[config.mk]
export PLATFORM = sky130hd
export DESIGN_NAME = psum_wr_sched
export DESIGN_NICKNAME = d
export VERILOG_FILES = /design/src/rtl/psum_wr_sched_pkg.sv /design/src/rtl/psum_wr_sched_rr_pick.sv /design/src/rtl/psum_wr_sched.sv
export SDC_FILE = /design/constraint.sdc
export NUM_CORES = 2
export LEC_CHECK = 0
export ABC_AREA = 1
export BUFFER_PORTS_ARGS = -buffer_cell sky130_fd_sc_hd__buf_4
export CORE_AREA = 10 10 299 301
export DETAILED_ROUTE_END_ITERATION = 6
export DIE_AREA = 0 0 309 311
export HOLD_SLACK_MARGIN = 0.03
export PLACE_DENSITY_LB_ADDON = 0.08
export SLEW_MARGIN = 5
export SYNTH_ARGS = -nofsm -noshare
export SYNTH_HDL_FRONTEND = slang
export SYNTH_HIERARCHICAL = 1
export SYNTH_SLANG_ARGS = --single-unit
[constraint.sdc]
create_clock -name clk -period 16.2 [get_ports clk]
set_input_delay 1.62 -clock clk [delete_from_list [all_inputs] [get_ports clk]]
set_output_delay 1.62 -clock clk [all_outputs]
set_load 0.02 [all_outputs]
[src/rtl/psum_wr_sched_pkg.sv]
// Shared constants, FSM encoding and popcount for the PSUM write scheduler.
package psum_wr_sched_pkg;

  localparam int MAC_NUM   = 27;
  localparam int PSUM_NUM  = 9;
  localparam int MAC_ID_W  = 5;
  localparam int PSUM_ID_W = 4;
  localparam int CNT_W     = 16;

  typedef enum logic [1:0] {
    IDLE = 2'd0,
    RUN  = 2'd1,
    DONE = 2'd2
  } state_t;

  function automatic logic [CNT_W-1:0] popcnt(
    input logic [PSUM_NUM-1:0] v
  );
    logic [CNT_W-1:0] s;
    s = '0;
    for (int k = 0; k < PSUM_NUM; k++)
      s = s + CNT_W'(v[k]);
    return s;
  endfunction

endpackage

[src/rtl/psum_wr_sched_rr_pick.sv]
// Per-bank picker: round-robin from ptr, or lowest index when
// PSUM_WR_SCHED_FIXPRI_EN is defined.
module rr_pick
  import psum_wr_sched_pkg::*;
(
  input  logic [MAC_NUM-1:0]  req,
  input  logic [MAC_ID_W-1:0] ptr,
  output logic [MAC_NUM-1:0]  gnt,
  output logic [MAC_ID_W-1:0] idx,
  output logic                vld
);

`ifdef PSUM_WR_SCHED_FIXPRI_EN
  logic unused_ptr;
  assign unused_ptr = ^ptr;

  always_comb begin
    idx = '0;
    for (int k = MAC_NUM-1; k >= 0; k--)
      if (req[k]) idx = MAC_ID_W'(k);
  end
`else
  logic [MAC_NUM-1:0]  rot;
  logic [MAC_ID_W-1:0] off;
  logic [MAC_ID_W:0]   sum;

  // rot[k] is req[(ptr+k) mod MAC_NUM]
  assign rot = MAC_NUM'({req, req} >> ptr);

  always_comb begin
    off = '0;
    for (int k = MAC_NUM-1; k >= 0; k--)
      if (rot[k]) off = MAC_ID_W'(k);
  end

  assign sum = {1'b0, ptr} + {1'b0, off};
  assign idx = (sum >= (MAC_ID_W+1)'(MAC_NUM))
             ? MAC_ID_W'(sum - (MAC_ID_W+1)'(MAC_NUM))
             : sum[MAC_ID_W-1:0];
`endif

  assign vld = |req;
  assign gnt = vld ? (MAC_NUM'(1) << idx) : '0;

endmodule

[src/rtl/psum_wr_sched.sv]
// PSUM bank write scheduler with block write counter.
// Build option: PSUM_WR_SCHED_FIXPRI_EN selects fixed-priority banks.
module psum_wr_sched
  import psum_wr_sched_pkg::*;
(
  input  logic                          clk,
  input  logic                          rst,
  input  logic                          blk_sta,
  input  logic [CNT_W-1:0]              blk_len,
  input  logic [MAC_NUM-1:0]            mac_req,
  input  logic [PSUM_ID_W*MAC_NUM-1:0]  mac_idpsum,
  input  logic [PSUM_NUM-1:0]           psum_rdy,
  output logic [MAC_NUM-1:0]            mac_gnt,
  output logic [PSUM_NUM-1:0]           psum_wr_en,
  output logic [MAC_ID_W*PSUM_NUM-1:0]  psum_wr_sel,
  output logic                          blk_fnh,
  output logic                          err_badid,
  output logic                          err_over
);

  state_t              state;
  logic [CNT_W-1:0]    len;
  logic [CNT_W-1:0]    cnt;
  logic [CNT_W-1:0]    cnt_add;
  logic [CNT_W:0]      sum;
  logic                arb_en;
  logic                badid;
  logic [MAC_NUM-1:0]  cand [PSUM_NUM];
  logic [MAC_NUM-1:0]  pgnt [PSUM_NUM];
  logic [MAC_ID_W-1:0] pidx [PSUM_NUM];
  logic [MAC_ID_W-1:0] ptr  [PSUM_NUM];
  logic [PSUM_NUM-1:0] pvld;
  logic [MAC_NUM-1:0]  gnt_nxt;
  logic [PSUM_NUM-1:0] wr_nxt;

  assign sum     = {1'b0, cnt} + {1'b0, popcnt(psum_wr_en)};
  assign cnt_add = sum[CNT_W] ? '1 : sum[CNT_W-1:0];
  // stop granting once in-flight writes already reach the length
  assign arb_en  = (state == RUN) && (cnt_add < len);

  always_comb begin
    logic [PSUM_ID_W-1:0] bid;
    badid = 1'b0;
    for (int b = 0; b < PSUM_NUM; b++)
      cand[b] = '0;
    for (int i = 0; i < MAC_NUM; i++) begin
      bid = mac_idpsum[PSUM_ID_W*i +: PSUM_ID_W];
      if (mac_req[i] && bid >= PSUM_ID_W'(PSUM_NUM))
        badid = 1'b1;
      for (int b = 0; b < PSUM_NUM; b++)
        cand[b][i] = mac_req[i] & ~mac_gnt[i]
                   & (bid == PSUM_ID_W'(b));
    end
  end

  for (genvar b = 0; b < PSUM_NUM; b++) begin : g_bank
    rr_pick u_pick (
      .req (cand[b]),
      .ptr (ptr[b]),
      .gnt (pgnt[b]),
      .idx (pidx[b]),
      .vld (pvld[b])
    );
  end

  always_comb begin
    gnt_nxt = '0;
    wr_nxt  = '0;
    for (int b = 0; b < PSUM_NUM; b++)
      if (arb_en && psum_rdy[b] && pvld[b]) begin
        wr_nxt[b] = 1'b1;
        gnt_nxt   = gnt_nxt | pgnt[b];
      end
  end

`ifdef PSUM_WR_SCHED_FIXPRI_EN
  always_comb
    for (int b = 0; b < PSUM_NUM; b++)
      ptr[b] = '0;
`else
  always_ff @(posedge clk or posedge rst) begin
    if (rst) begin
      for (int b = 0; b < PSUM_NUM; b++)
        ptr[b] <= '0;
    end else begin
      for (int b = 0; b < PSUM_NUM; b++)
        if (wr_nxt[b])
          ptr[b] <= (pidx[b] == MAC_ID_W'(MAC_NUM-1))
                  ? '0 : pidx[b] + MAC_ID_W'(1);
    end
  end
`endif

  always_ff @(posedge clk or posedge rst) begin
    if (rst) begin
      state       <= IDLE;
      len         <= '0;
      cnt         <= '0;
      mac_gnt     <= '0;
      psum_wr_en  <= '0;
      psum_wr_sel <= '0;
      blk_fnh     <= 1'b0;
      err_badid   <= 1'b0;
      err_over    <= 1'b0;
    end else begin
      mac_gnt    <= gnt_nxt;
      psum_wr_en <= wr_nxt;
      for (int b = 0; b < PSUM_NUM; b++)
        if (wr_nxt[b])
          psum_wr_sel[MAC_ID_W*b +: MAC_ID_W] <= pidx[b];
      blk_fnh <= 1'b0;
      cnt     <= cnt_add;
      unique case (state)
        IDLE: begin
          if (blk_sta) begin
            state     <= RUN;
            len       <= blk_len;
            cnt       <= '0;
            err_badid <= 1'b0;
            err_over  <= 1'b0;
          end
        end
        RUN: begin
          if (cnt_add > len) err_over  <= 1'b1;
          if (badid)         err_badid <= 1'b1;
          if (cnt >= len) begin
            state   <= DONE;
            blk_fnh <= 1'b1;
          end
        end
        DONE:    state <= IDLE;
        default: state <= IDLE;
      endcase
    end
  end

endmodule

# --- Yosys cells after proc, flatten, opt, wreduce, memory -nomap -nowiden ---
# Cells that the tools add are included.
totals:
  reg_bits: 163
  output_inout_bits: 84
classes:
  n_addsub: 36
  n_lt_le_gt_ge: 39
  eq_ne: 230
  n_shift: 18
  muxes: 328
  bitwise: 305
  n_reduce_logical: 88
ops:
  columns: ["cell", "n"]
  rows:
  - ["5-bit two-way mux", 261]
  - ["27-bit two-way mux", 18]
  - ["54-bit by 5-bit right shift with 27-bit output", 9]
  - ["4-bit by 3-bit equality test with 1-bit output (second input constant)", 108]
  - ["1-bit bitwise AND", 270]
  - ["27-bit OR reduction", 9]
  - ["1-bit by 5-bit << shifter with 27-bit output (first input constant)", 9]
  - ["4-bit by 2-bit equality test with 1-bit output (second input constant)", 54]
  - ["27-bit bitwise OR", 8]
  - ["4-bit by 1-bit equality test with 1-bit output (second input constant)", 27]
  - ["4-bit equality test (second input constant)", 27]
  - ["4-bit >= comparator (second input constant)", 27]
  - ["4-bit logical NOT", 27]
  - ["5-bit by 5-bit adder with 6-bit output", 9]
  - ["6-bit by 5-bit >= comparator with 1-bit output (second input constant)", 9]
  - ["16-bit two-way mux", 3]
  - ["1-bit logical AND", 46]
  - ["5-bit by 1-bit adder with 5-bit output (second input constant)", 9]
  - ["5-bit equality test (second input constant)", 9]
  - ["5-bit subtractor (second input constant)", 9]
  - ["1-bit two-way mux", 41]
  - ["1-bit inverter", 27]
  - ["16-bit by 9-bit adder with 17-bit output", 1]
  - ["16-bit >= comparator", 1]
  - ["20 further kinds", 26]

# --- Logic depth before layout (Yosys ltp) ---
depth:
  ltp_word: 53
  ltp_mapped: 58

# --- Cells and area by module ---
# The synthesis kept the hierarchy.
modules_own_cells:
  columns: ["module", "n_inst", "cells_each", "area_per_inst_um2"]
  rows:
  - ["rr_pick at g_bank[1].u_pick ...", 8, 536, 2682.6]
  - ["psum_wr_sched", 1, 2028, 13202.7]
  - ["rr_pick at g_bank[0].u_pick", 1, 536, 2632.5]

# --- Worst setup path before layout ---
# No wires, ideal clock.
synth_path:
  path_type: "input port to flip-flop"
  start: "input mac_req[9]"
  end: "register mac_gnt[24]"
  setup_ns: 0.065
  t_arrival_ns: 6.773
  required_time_ns: 16.135
  slack_ns: 9.362
  path_stages: 53
  n_path_buf: 0
  cell_sequence: "inv_1 > nor2_1 > nand3_1 > nor3_1 > nand2_1 > nand3_2 > nand3_1 > nand3_1 > nand3_1 > nand2_1 > nand2_1 > nand2_1 > nand2_1 > nand2_1 > nand2_1 > nand2_1 > nand2_1 > nand2_1 > (+17 left out) > inv_1 > fa_1 > o31ai_1 > xnor2_1 > nor2_1 > inv_1 > nand2_1 > inv_2 > or2_2 > xor2_1 > inv_2 > nor3_1 > inv_1 > nor3_1 > nand4_1 > nand3_1 > nor2_1 > nand2_1"
synth_lines:
  columns: ["item", "line_no", "text"]
  rows:
  - ["from (decl)", "psum_wr_sched.sv:10", "input logic [MAC_NUM-1:0] mac_req,"]
  - ["to (signal assigned)", "psum_wr_sched.sv:106", "mac_gnt <= gnt_nxt;"]
  - ["to (decl)", "psum_wr_sched.sv:13", "output logic [MAC_NUM-1:0] mac_gnt,"]

==> metrics.yaml <==
drc: 0
hold_start: "psum_wr_sel[7]$_DFFE_PP0N_"
dp_slack_ns: 7.12
io_pins: 247
ys_async_sr_fraction_pct: 100
synth_cell_type_count: 52
r2r_slack_ns: 7.86
path_delay_family: "simple AND/OR/NAND/NOR gates"
hold_depth: 1
path_clk_slew_ns: 0.08
critical_path.max_fanout: 12
synth_seq_area_share_pct: 10.9
slew_violations: 0
vias: 47886
timing.final.ws_setup_ns: 7.21
muxShareOfSynthArea_pct: 0
nNetsFinal: 7126
crit_top_cell: "nand2_1"
fin_setup_tns_ns: 0
finalSetupViolCount: 0
cp.required_ns: 16.57
design.core.area_um2: 83300
rr_endpoint: "mac_gnt[11]$_DFF_PP0_"
grt_pass1_vias: 41764
fin_skew_ns: 0.0163
cts_setup_buffers: 0
tightest_slew_ns: 1.30
fp.dieArea_um2: 96100
path_class: "input pin to register"
synth_top_family_by_area: "simple AND/OR/NAND/NOR gates"
synth_compound_area_share_pct: 11.8
cp.arrival_ns: 9.36
timing.final.crit_share_pct: 55.5
path_buf_inv: 5
min_to: "psum_wr_sel[7]$_DFFE_PP0N_"
synth.ff_latch_count: 163
initial_utilization_pct: 44.8
cts_tree: "done"
hold_buffers: 0
htree_levels: 4
dr.pass1.iters: 7
antenna_found_initial: 8
grt_max_degree: 127
clock-root-buffer: "clkbuf_16"
synth_top_area_share_pct: 20.5
yosys_warnings: 6
place_hpwl_um: 148000
synth_xor_area_share_pct: 1.34
rsz0062_at_grt: "false"
r2r_cells: 49
synthAdderAreaFrac_pct: 4.50
die_width_um: 309
via_per_inst: 6.04
synth-simple-area-share_pct: 58.7
die_height_um: 311
slowest_stage: "xnor2_1"
synthesis.area_um2: 37300
endpoint_kind: "register"
grt_pass1_wl_um: 262000
worstSkewPairLatency_ns: 0.48
cts_sinks: 163
grt_usage_pct: 35.3
holdWs_ns: 0.493
portBuffers: 246
hold_class: "register to register"
area_growth_syn_to_layout_pct: 5.04
synth_cells: 6852
ctsLongestPathBuffers: 2
grt-ovfl-total: 0
gp_congestion: 1.09
r2r-start: "ptr[20]$_DFFE_PP0P_"
drv_cap: 0
synth_edf_count: 0
numCtsBuffers: 17
drive_gt1_share_pct: 10.9
rows: 106
wirelength_um: 179000
synth_top_cell_by_area: "nand2_1"
drtIter0Drc: 7191
cts_resized: 0
wire_per_inst_um: 22.6
synth_area_leaders: "nand2_1 21%, nand3_1 15%, dfrtp_1 11%"
ys.flop_type: "dfrtp_1"
max_freq_mhz: 111
slew_headroom_pct: 12.8
status: "finished, final reports clean"
start_kind: "input pin"
synth_fp_nets: 7140
hold_viol_final: 0
min_period_ns: 8.99
slowest_delay_ns: 0.95
syn_area_per_cell_um2: 5.44
ant_nets: 0
Yosys cell counts, types with 15 or more instances:
library cell  count
nor3_1          126
o21ai_2          35
a31oi_1         108
inv_2            37
o21ai_1          69
ha_1            110
nand2_2         163
or2_2            43
a21oi_1          89
o21a_1           65
buf_4            60
clkbuf_1         73
fa_1             15
nand3_2          64
inv_1           551
clkbuf_4         25
nor2_1          767
clkinv_1         24
buf_2            85
nand4_1         312
nand3_1        1113
buf_8            17
nor4_1           99
buf_1            20
dfrtp_1         163
buf_6            48
nand2_1        2038
xnor2_1          29
o21ai_0         311
nand2_4          19
flip-flops by register name, summed over array words and instances, names as in the netlist:
| signal | flops |
|---|---|
| psum_wr_sel | 45 |
| ptr | 45 |
| mac_gnt | 27 |
| cnt | 16 |
| len | 16 |
| psum_wr_en | 9 |
| state | 2 |
| blk_fnh | 1 |
| err_badid | 1 |
| err_over | 1 |
area by class of cell:
| class | instances | area (um^2) |
|---|---|---|
| clock inverter | 12 | 121 |
| sequential | 163 | 4080 |
| inverter | 612 | 2300 |
| fill | 9486 | 44100 |
| multi-input combinational | 5731 | 28500 |
| timing repair buffer | 313 | 2350 |
| antenna | 2 | 5.00 |
| clock buffer | 19 | 443 |
| tap | 1080 | 1350 |
stage by stage:
step                std cells  instance area, um^2  util (%)
floorplan                6852                37300         -
global placement         7899                38600      46.3
detailed placement       7899                38600      46.3
CTS                      7930                39200      47.0
global route             7932                39200      47.0
finish                   7932                39200      47.0
metal layers:
metal | GRT usage (%) | vias up | routed length [um]
li1 | - | 22928 | -
met4 | 17.2 | 6 | 9860
met2 | 50.5 | 2561 | 72600
met1 | 49.7 | 22021 | 76900
met5 | 0 | - | 38
met3 | 6.78 | 370 | 19900
kinds of logic (layout without fill, tap and decap cells):
logic type                 Yosys count  after routing
AOI/OAI and AO/OA                  753            753
xor gates and xnor gates            50             50
adders and majority gates          125            125
buffers and inverters              958            956
DFF                                163            163
other                                0              2
and+or+nand+nor                   4803           4803
cells in the final DEF, fill, tap and decap left out, types with 96 or more instances in the layout:
cell type / netlist / final
nand2_2: 163 / 163
ha_1: 110 / 110
nand4_1: 312 / 312
a31oi_1: 108 / 108
nor3_1: 126 / 126
inv_1: 551 / 550
buf_4: 60 / 313
nor4_1: 99 / 96
nor2_1: 767 / 766
dfrtp_1: 163 / 163
nand2_1: 2038 / 2038
nand3_1: 1113 / 1113
o21ai_0: 311 / 311
worst max-delay path by stage:
stage | start | endpoint | cells past startpoint
3_5_place_dp | mac_idpsum[81] | mac_gnt[8]$_DFF_PP0_ | 55
4_1_cts | mac_idpsum[81] | mac_gnt[8]$_DFF_PP0_ | 55
6_report | mac_idpsum[77] | mac_gnt[8]$_DFF_PP0_ | 47
5_1_grt | mac_req[26] | mac_gnt[13]$_DFF_PP0_ | 56
2_1_floorplan | mac_req[9] | mac_gnt[24]$_DFF_PP0_ | 53
3_3_place_gp | mac_idpsum[81] | mac_gnt[8]$_DFF_PP0_ | 55
worst reg2reg max path, delay by kind of cell (launching register included):
kind	cells	cell delay (ns)
xor+xnor	1	0.90
simple gates	35	3.15
flops	1	1.11
compound gates	5	0.83
fa+ha+maj	3	0.89
buf+inv	5	1.39
Power is not shown: default switching activity piles up to over one toggle a cycle in this logic, so the estimate is an artifact.
